File: src/rtl/irq_gw_pkg.sv
// Shared types and helpers for the irq_gw_arb interrupt gateway/arbiter.
package irq_gw_pkg;

  typedef enum logic [1:0] {
    GwIdle   = 2'd0,
    GwPend   = 2'd1,
    GwActive = 2'd2
  } gw_state_e;

  localparam int unsigned IdNone = 0;

  function automatic int unsigned id_width(input int unsigned n);
    return $clog2(n + 1);
  endfunction

endpackage

File: src/rtl/irq_gw_src.sv
// Per-source interrupt gateway: edge/level trigger, IDLE/PEND/ACTIVE FSM and re-arm bit.
// With IRQ_GW_CLAIM_TIMEOUT_EN defined, adds a claim watchdog counter per source.
module irq_gw_src
  import irq_gw_pkg::*;
#(
  parameter int unsigned TimeoutW = 8
) (
  input  logic clk_i,
  input  logic rst_ni,
  input  logic src_i,
  input  logic edge_mode_i,
  input  logic claim_i,
  input  logic complete_i,
`ifdef IRQ_GW_CLAIM_TIMEOUT_EN
  input  logic timeout_grant_i,
  output logic expired_o,
`endif
  output logic pending_o,
  output logic active_o
);

  gw_state_e state_q, state_d;
  logic      rearm_q, rearm_d;
  logic      src_q, src_d;
  logic      trigger;
  logic      done;

  assign src_d   = src_i;
  assign trigger = edge_mode_i ? (src_i & ~src_q) : src_i;

`ifdef IRQ_GW_CLAIM_TIMEOUT_EN
  logic [TimeoutW-1:0] cnt_q, cnt_d;

  assign done      = complete_i | timeout_grant_i;
  assign expired_o = (state_q == GwActive) && (cnt_q == '1);

  // Saturates at all-ones so an expiry that loses arbitration stays visible.
  always_comb begin
    cnt_d = cnt_q;
    if (state_d != GwActive) begin
      cnt_d = '0;
    end else if ((state_q == GwActive) && (cnt_q != '1)) begin
      cnt_d = cnt_q + 1'b1;
    end
  end

  always_ff @(posedge clk_i or negedge rst_ni) begin
    if (!rst_ni) begin
      cnt_q <= '0;
    end else begin
      cnt_q <= cnt_d;
    end
  end
`else
  assign done = complete_i;
`endif

  // NOTE: sequential state uses non-blocking assignments only, so every flop
  // samples pre-edge values regardless of process ordering.
  always_ff @(posedge clk_i or negedge rst_ni) begin
    if (!rst_ni) begin
      state_q <= GwIdle;
      rearm_q <= 1'b0;
      src_q   <= 1'b0;
    end else begin
      state_q <= state_d;
      rearm_q <= rearm_d;
      src_q   <= src_d;
    end
  end

  // NOTE: defaults first keep every path assigned, so no latches are inferred.
  always_comb begin
    state_d = state_q;
    rearm_d = rearm_q;
    unique case (state_q)
      GwIdle: begin
        if (trigger) state_d = GwPend;
      end
      GwPend: begin
        if (claim_i) begin
          state_d = GwActive;
          rearm_d = edge_mode_i & trigger;
        end
      end
      GwActive: begin
        if (done) begin
          state_d = (rearm_q || (edge_mode_i && trigger)) ? GwPend : GwIdle;
          rearm_d = 1'b0;
        end else if (edge_mode_i && trigger) begin
          rearm_d = 1'b1;
        end
      end
      default: state_d = GwIdle;
    endcase
  end

  always_comb begin
    pending_o = (state_q == GwPend);
    active_o  = (state_q == GwActive);
  end

endmodule

File: src/rtl/irq_gw_arb.sv
// Interrupt gateway bank plus priority arbiter with claim/complete handshake.
// Optional claim watchdog enabled by defining IRQ_GW_CLAIM_TIMEOUT_EN.
module irq_gw_arb
  import irq_gw_pkg::*;
#(
  parameter  int unsigned NumSrc    = 4,
  parameter  int unsigned PrioWidth = 2,
  parameter  int unsigned TimeoutW  = 8,
  localparam int unsigned IdW       = id_width(NumSrc)
) (
  input  logic                        clk_i,
  input  logic                        rst_ni,
  input  logic [NumSrc-1:0]           intr_src_i,
  input  logic [NumSrc-1:0]           edge_mode_i,
  input  logic [NumSrc-1:0]           ie_i,
  input  logic [NumSrc*PrioWidth-1:0] prio_i,
  input  logic [PrioWidth-1:0]        threshold_i,
  input  logic                        claim_req_i,
  output logic [IdW-1:0]              claim_id_o,
  output logic                        claim_valid_o,
  input  logic                        complete_i,
  input  logic [IdW-1:0]              complete_id_i,
  output logic                        irq_o,
  output logic                        timeout_o
);

  logic [PrioWidth-1:0] prio_of [NumSrc];
  logic [NumSrc-1:0]    pending, active, eligible, claim_hit, complete_hit;
  logic [IdW-1:0]       best_id;
  logic [PrioWidth-1:0] best_prio;

  logic           irq_q, irq_d;
  logic           claim_valid_q, claim_valid_d;
  logic [IdW-1:0] claim_id_q, claim_id_d;

`ifdef IRQ_GW_CLAIM_TIMEOUT_EN
  logic [NumSrc-1:0] expired, timeout_grant;
  logic              timeout_q, timeout_d;
`endif

  for (genvar g = 0; g < NumSrc; g++) begin : g_src
    assign prio_of[g]      = prio_i[g*PrioWidth +: PrioWidth];
    assign eligible[g]     = pending[g] && ie_i[g] && (prio_of[g] > threshold_i);
    assign claim_hit[g]    = claim_req_i && (best_id == IdW'(g + 1));
    // IDs 0 and > NumSrc match no source, so such completes fall through.
    assign complete_hit[g] = complete_i && (complete_id_i == IdW'(g + 1));

    irq_gw_src #(.TimeoutW(TimeoutW)) u_src (
      .clk_i           (clk_i),
      .rst_ni          (rst_ni),
      .src_i           (intr_src_i[g]),
      .edge_mode_i     (edge_mode_i[g]),
      .claim_i         (claim_hit[g]),
      .complete_i      (complete_hit[g]),
`ifdef IRQ_GW_CLAIM_TIMEOUT_EN
      .timeout_grant_i (timeout_grant[g]),
      .expired_o       (expired[g]),
`endif
      .pending_o       (pending[g]),
      .active_o        (active[g])
    );
  end

  // Strict compare while scanning upwards makes ties go to the lowest ID.
  always_comb begin
    best_id   = IdW'(IdNone);
    best_prio = '0;
    for (int unsigned i = 0; i < NumSrc; i++) begin
      if (eligible[i] && (prio_of[i] > best_prio)) begin
        best_id   = IdW'(i + 1);
        best_prio = prio_of[i];
      end
    end
  end

  always_comb begin
    irq_d         = (best_id != IdW'(IdNone));
    claim_valid_d = claim_req_i;
    claim_id_d    = claim_req_i ? best_id : IdW'(IdNone);
  end

  always_ff @(posedge clk_i or negedge rst_ni) begin
    if (!rst_ni) begin
      irq_q         <= 1'b0;
      claim_valid_q <= 1'b0;
      claim_id_q    <= '0;
    end else begin
      irq_q         <= irq_d;
      claim_valid_q <= claim_valid_d;
      claim_id_q    <= claim_id_d;
    end
  end

  assign irq_o         = irq_q;
  assign claim_valid_o = claim_valid_q;
  assign claim_id_o    = claim_id_q;

`ifdef IRQ_GW_CLAIM_TIMEOUT_EN
  always_comb begin
    logic found;
    found         = 1'b0;
    timeout_grant = '0;
    for (int unsigned i = 0; i < NumSrc; i++) begin
      if (expired[i] && !found) begin
        timeout_grant[i] = 1'b1;
        found            = 1'b1;
      end
    end
    timeout_d = found;
  end

  always_ff @(posedge clk_i or negedge rst_ni) begin
    if (!rst_ni) begin
      timeout_q <= 1'b0;
    end else begin
      timeout_q <= timeout_d;
    end
  end

  assign timeout_o = timeout_q;
`else
  assign timeout_o = 1'b0;
`endif

  logic unused_active;
  assign unused_active = ^active;

endmodule

File: config.mk
export PLATFORM = sky130hd
export DESIGN_NAME = irq_gw_arb
export DESIGN_NICKNAME = d
export VERILOG_FILES = /design/src/rtl/irq_gw_pkg.sv /design/src/rtl/irq_gw_src.sv /design/src/rtl/irq_gw_arb.sv
export SDC_FILE = /design/constraint.sdc
export NUM_CORES = 1
export LEC_CHECK = 0
export ABC_CLOCK_PERIOD_IN_PS = 5900
export BUFFER_PORTS_ARGS = -buffer_cell sky130_fd_sc_hd__buf_2
export CAP_MARGIN = 20
export CORE_MARGIN = 8
export CORE_UTILIZATION = 42
export CTS_BUF_LIST = sky130_fd_sc_hd__clkbuf_8
export CTS_CLUSTER_DIAMETER = 80
export CTS_CLUSTER_SIZE = 12
export DETAILED_ROUTE_END_ITERATION = 10
export GPL_TIMING_DRIVEN = 0
export PLACE_DENSITY = 0.67
export SETUP_SLACK_MARGIN = 0.15
export SKIP_LAST_GASP = 1
export SYNTH_ARGS = -nofsm -noshare
export SYNTH_HDL_FRONTEND = slang
export SYNTH_SLANG_ARGS = --single-unit
File: constraint.sdc
create_clock -name clk_i -period 5.9 [get_ports clk_i]
set_input_delay 1.18 -clock clk_i [delete_from_list [all_inputs] [get_ports clk_i]]
set_output_delay 1.18 -clock clk_i [all_outputs]
set_load 0.05 [all_outputs]
==> flow_summary.json, run 1 <==
{
  "outcome": "completed",
  "leakagePower_uw": 0.00111,
  "dp_slack_ns": -0.492,
  "drtIter0Drc": 28,
  "start_util_pct": 43.8,
  "finalSetupViolations": 0,
  "synth_top_area_cell": "dfrtp_1",
  "period_minus_slack_ns": 5.65,
  "drcViolationCount": 0,
  "vias": 1409,
  "die_area_um2": 6500,
  "drv_slew": 0,
  "antenna_found_initial": 0,
  "crit_slowest_cell": "a2111o_1",
  "crit_path_start": "threshold_i[1]",
  "drive_gt1_share_pct": 39.5,
  "cp-start-kind": "primary input",
  "yosys-top-cells-count": "ha_1 (34), dfrtp_1 (21), inv_1 (19)",
  "ys_async_sr_fraction_pct": 100,
  "rr_startpoint": "g_src[0].u_src.state_q[1]",
  "final_util_pct": 57.0,
  "io_buffers": 33,
  "ys_top_cells_by_area": "dfrtp_1 (30%), ha_1 (24%), inv_1 (4.1%)",
  "clk_pin_slew_ns": 0.07,
  "ys.flop_type": "dfrtp_1",
  "synth_seq_cells": 21,
  "slew_headroom_pct": 61.8,
  "hold_class": "register to register",
  "wl_per_cell_um": 14.0,
  "cts_sinks": 21,
  "synth_area_um2": 1750,
  "min_period_over_period_pct": 95.7,
  "synth_edf_count": 0,
  "die_h_um": 80.6,
  "critPathKind": "primary input to register",
  "synth_cells": 175,
  "gp_congestion": 0.768,
  "dr.pass1.iters": 4,
  "dp_hpwl_um": 2950,
  "clkLatencyLatePin_ns": 0.26,
  "timing.rr.end": "g_src[0].u_src.state_q[1]",
  "hold_viol_final": 0,
  "syn_avg_cell_area_um2": 10.0,
  "cp_common_cell": "ha_4",
  "rrSetupSlack_ns": 0.95,
  "gr-total-overflow": 0,
  "antenna_left": 0,
  "grt_pass1_wl_um": 6300,
  "h-tree-depth": 1,
  "cp_max_fo": 5,
  "setup_slack_ns": 0.251,
  "root_buffer": "clkbuf_8",
  "required_ns": 6.04,
  "cts_tree": "built",
  "powerDensity_nw_per_um2": 325,
  "vias_per_cell": 5.16,
  "rsz0062_at_grt": "no",
  "synth_cell_types": 37,
  "crit_chain": "buf_2 -> inv_4 -> ha_4 -> nor2b_2 -> o2111a_1 -> and2_4 -> ha_4 -> a22oi_2 -> nand3_2 -> nor2_4 -> mux2_4 -> ha_4 -> and2_1 -> a2111o_1 -> o21ai_2 -> ha_4 -> nor2b_4 -> o22ai_4 -> o21ai_4 -> o41ai_4 -> o211ai_2 -> mux2_4",
  "grt_pass1_vias": 1465,
  "finalClockSkew_ns": 0.00259,
  "grt_use_total_pct": 11.8,
  "yosysSeqAreaShare_pct": 30.0,
  "syn_nets": 238,
  "drt-total-wl_um": 3830,
  "die_w_um": 80.6,
  "placementRows": 23,
  "max_freq_mhz": 177,
  "worstHoldStart": "g_src[1].u_src.rearm_q",
  "place_inst": 258,
  "diodes": 0,
  "worstHoldEndpoint": "g_src[1].u_src.rearm_q",
  "numCtsBuffers": 3,
  "critical_path_arrival_ns": 5.79,
  "reg2reg_depth": 20,
  "synth_top_area_share_pct": 30.0,
  "yosysMostFrequentCell": "ha_1",
  "min_path_cells": 2,
  "worstMarginPinSlew_ns": 0.567,
  "synthToLayoutAreaGrowth_pct": 30.1,
  "clk_path_buf_depth": 2,
  "slowest_delay_ns": 0.44,
  "fin_nets": 287,
  "grt_max_degree": 22,
  "vdd_ir_drop_max_uv": 195,
  "drv_cap": 0,
  "yosysWarnings": 0,
  "final_cells": 273,
  "cp-end-kind": "register",
  "ios": 35,
  "fin_setup_tns_ns": 0,
  "core_um2": 4000,
  "whs_ns": 0.560
}
layout by cell type (no fill, tap or decap), types with 2 or more instances in the layout:
cell type and instances:
buf_2 33, ha_1 28, dfrtp_1 21, inv_1 19
nand2_1 13, buf_4 11, a21oi_1 9, nor2_1 8
a31oi_1 7, o21ai_0 6, ha_4 5, nor2b_4 4
mux2_2 4, o22ai_4 3, nor2b_1 3, mux2_4 3
clkbuf_8 3, and2_1 2, a22oi_2 2, nand3_2 2
nor2_2 2, o21ai_2 2, nor3_1 2, o211ai_1 2
o31ai_1 2, a21boi_0 2, o41ai_4 2, mux2_1 2
power by group:
| group | switching (uW) | leakage [uW] | internal, uW |
|---|---|---|---|
| Combinational | 217 | 0.000812 | 206 |
| Sequential | 37.5 | 0.000267 | 188 |
| Clock | 45.1 | 0.0000269 | 46.3 |
sequential cells by signal, indices dropped and copies added (netlist names):
name and flops:
claim_id_o 3, claim_valid_o 1, g_src.u_src.rearm_q 4, g_src.u_src.src_q 4
g_src.u_src.state_q 8, irq_o 1
area by class of cell:
cell class                      instances  area, um2
Inverter                               19       73.8
Clock inverter                          1       3.75
Fill cell                             324       1720
Timing Repair Buffer                   44        251
Multi-Input combinational cell        134       1310
Sequential cell                        21        526
Buffer                                  1       7.51
Tap cell                               50       62.6
Clock buffer                            3       41.3
how the worst max path moves through the flow:
stage | endpoint | slack, ns | cells past startpoint
after CTS | g_src[0].u_src.state_q[1] | 0.18 | 23
after global routing | g_src[0].u_src.state_q[0] | 0.08 | 26
final | g_src[0].u_src.state_q[1] | 0.25 | 22
after detailed placement | g_src[1].u_src.state_q[1] | -0.49 | 24
after global placement | g_src[1].u_src.state_q[1] | -0.45 | 24
after floorplan | g_src[0].u_src.state_q[0] | 0.15 | 23
kinds of logic (layout without fill, tap and decap cells):
family	Yosys count	count (layout)	synth area share (%)
AO/OA/AOI/OAI	46	46	22.3
adder cells (fa/ha/maj)	34	34	24.3
buffers and inverters	20	68	4.50
flip-flops	21	21	30.0
multiplexers	9	9	5.78
other	1	1	0.214
AND/OR/NAND/NOR	44	44	12.9
critical path: cells and delay by family:
kind / cells / cell delay [ns]
adders and majority gates: 4 / 0.87
and+or+nand+nor: 6 / 0.91
AOI/OAI and AO/OA: 8 / 1.98
muxes: 2 / 0.67
buffers and inverters: 2 / 0.17
through the flow:
stage / area, um2 / total power [uW]
CTS: 2150 / 707
finish: 2280 / 740
global placement: 2040 / 593
global route: 2280 / 816
detailed placement: 2040 / 600
floorplan: 1810 / 517
per-layer routing:
layer / up-vias / share of wire [%] / track usage, % / routed length (um)
li1: 714 / - / - / -
met1: 660 / 45 / 15.1 / 1730
met2: 30 / 47 / 18.9 / 1810
met3: 5 / 6.3 / 2.79 / 240
met4: 0 / 1.1 / 4.18 / 44
met5: - / 0 / 0 / 0
what timing repair did:
action,CTS,global route
hold buffers,0,0
endpoints found under the setup margin,12,12
pin swaps,3,14
resized for setup,3,17
gates cloned,0,0
setup buffers,5,6
Power figures use the tool's default switching activity.
==> run 2, diff against run 1 <==
ABC_CLOCK_PERIOD_IN_PS = 5500   (was 5900)
clock period = 5.5 ns   (was 5.9 ns; I/O delays follow)
==> run 2 against run 1 <==
Against the previous run: flip-flop and latch count unchanged; critical endpoint unchanged; design area up 3.5%; combinational power up 19%; core utilization up 2.0 points; power up 15%; critical path type unchanged; count of clock-buffer cells in the layout unchanged; clock skew up 0.0014 ns; clock power up 12%; highest routed layer unchanged.
==> flow_summary.json, run 2 (synthesized netlist as in run 1, its figures left out) <==
{
  "cts_sinks": 21,
  "whs_ns": 0.556,
  "rr_startpoint": "g_src[0].u_src.state_q[1]",
  "drv_cap": 0,
  "die_area_um2": 6500,
  "p_comb_share_pct": 59.2,
  "fin_setup_tns_ns": 0,
  "postPlaceCellArea_um2": 2070,
  "die_w_um": 80.6,
  "vdd_ir_drop_max_uv": 188,
  "setup_slack_ns": 0.169,
  "grt_pass1_wl_um": 6510,
  "powerDensity_nw_per_um2": 360,
  "clk_pin_slew_ns": 0.08,
  "top_regs": "g_src.u_src.state_q: 8 flops, g_src.u_src.rearm_q: 4 flops, g_src.u_src.src_q: 4 flops",
  "antenna_found_initial": 0,
  "drive_gt1_share_pct": 41.5,
  "worstHoldStart": "g_src[2].u_src.rearm_q",
  "h-tree-depth": 1,
  "drt-total-wl_um": 3860,
  "leakagePower_uw": 0.00113,
  "postCtsHoldBufs": 0,
  "gp_congestion": 0.805,
  "hold_viol_final": 0,
  "rsz0062_at_grt": "yes",
  "required_ns": 5.65,
  "crit_path_start": "threshold_i[1]",
  "root_buffer": "clkbuf_8",
  "cts_tree": "built",
  "regArea_um2": 526,
  "mostFrequentLayoutCells": "buf_2 (31), ha_1 (29), dfrtp_1 (21)",
  "critical_path_arrival_ns": 5.48,
  "core_um2": 4000,
  "multi_input_area_um2": 1360,
  "switching_share_pct": 40.7,
  "cp_max_fo": 4,
  "critPathKind": "primary input to register",
  "period_minus_slack_ns": 5.33,
  "die_h_um": 80.6,
  "final_area_um2": 2360,
  "numCtsBuffers": 3,
  "worstMarginPinSlew_ns": 0.545,
  "ios": 35,
  "fin_nets": 288,
  "grt_pass1_vias": 1452,
  "fill_cells": 334,
  "p_int_uw": 504,
  "io_buffers": 33,
  "vias_per_cell": 5.15,
  "cp-end-kind": "register",
  "dp_hpwl_um": 2870,
  "min_period_over_period_pct": 96.9,
  "placementRows": 23,
  "max_freq_mhz": 188,
  "power.switching_uw": 346,
  "final_common_cell": "buf_2",
  "clk_path_buf_depth": 2,
  "wl_per_cell_um": 14.1,
  "grt_max_degree": 22,
  "clkLatencyLatePin_ns": 0.26,
  "antenna_left": 0,
  "p_clk_share_pct": 12.0,
  "top_register": "g_src.u_src.state_q",
  "final_cells": 274,
  "hold_class": "register to register",
  "grt_use_total_pct": 12.5,
  "synthToLayoutAreaGrowth_pct": 34.5,
  "dr.pass1.iters": 4,
  "drcViolationCount": 0,
  "vias": 1411,
  "start_util_pct": 43.8,
  "gr-total-overflow": 0,
  "outcome": "completed",
  "largest_register_ffs": 8,
  "drtIter0Drc": 49,
  "slew_headroom_pct": 63.3,
  "finalSetupViolations": 0,
  "finalClockSkew_ns": 0.00404,
  "drv_slew": 0,
  "sequentialPowerShare_pct": 28.8,
  "cp-start-kind": "primary input",
  "place_inst": 258,
  "dp_slack_ns": -0.846,
  "diodes": 0
}
[run 2: cell count changes in the layout (fill, tap and decap cells not counted), sizes merged]
cell	delta
buf	+1
clkinv	+1
inv	-1
[run 2: power groups by stage]
stage	logic, uW	registers [uW]	clock network (uW)
6_report	503	245	102
5_1_grt	568	252	111
4_1_cts	444	243	106
3_5_place_dp	400	245	0
3_3_place_gp	395	245	0
2_1_floorplan	307	251	0
[run 2: layout make-up]
class                           count  share of cell area [%]
Multi-Input combinational cell    134                    57.6
Sequential cell                    21                    22.3
Timing Repair Buffer               45                    11.7
Inverter                           19                    3.55
Tap cell                           50                    2.65
Clock buffer                        3                    1.75
Buffer                              1                   0.318
Clock inverter                      1                   0.212
[run 2: timing repair]
action | in CTS | in global routing
buffers inserted | 8 | 4
pin swaps | 15 | 16
endpoints found under the setup margin | 14 | 12
resized for setup | 14 | 15
[run 2: worst max-delay path: stages]
cell and delay, ns:
buf_8 0.09, inv_12 0.03, ha_4 0.26, nor2b_4 0.13
o2111a_1 0.26, nand2_2 0.09, ha_4 0.28, nor2b_4 0.15
o22ai_4 0.09, nor2_4 0.17, mux2_4 0.34, ha_4 0.17
nor2b_4 0.13, o22ai_4 0.09, a2111oi_4 0.38, a211o_2 0.17
o21ai_2 0.07, ha_4 0.22, nor2b_4 0.13, o22ai_4 0.21
o21ai_4 0.13, o41ai_4 0.27, o211ai_2 0.19, mux2_4 0.32
[run 2: per-stage QoR]
stage / total power, uW / util (%)
6_report: 850 / 59.0
5_1_grt: 931 / 59.0
4_1_cts: 793 / 56.1
3_5_place_dp: 645 / 51.8
3_3_place_gp: 640 / 51.8
2_1_floorplan: 558 / -
[run 2: metal layers]
metal,share of wire (%),GRT usage (%)
met1,46,16.2
met2,47,20.0
met3,5.7,2.79
met4,1.3,3.82
met5,0,0
[run 2: worst paths after layout]
kind	end	slack, ns	depth (start not counted)
min in group asynchronous	g_src[3].u_src.src_q	0.78	1
max	g_src[0].u_src.state_q[1]	0.17	24
min reg2reg	g_src[2].u_src.rearm_q	0.56	2
max in group asynchronous	g_src[0].u_src.state_q[1]	4.39	1
max reg2reg	g_src[0].u_src.state_q[1]	0.77	22
min	g_src[2].u_src.rearm_q	0.56	2
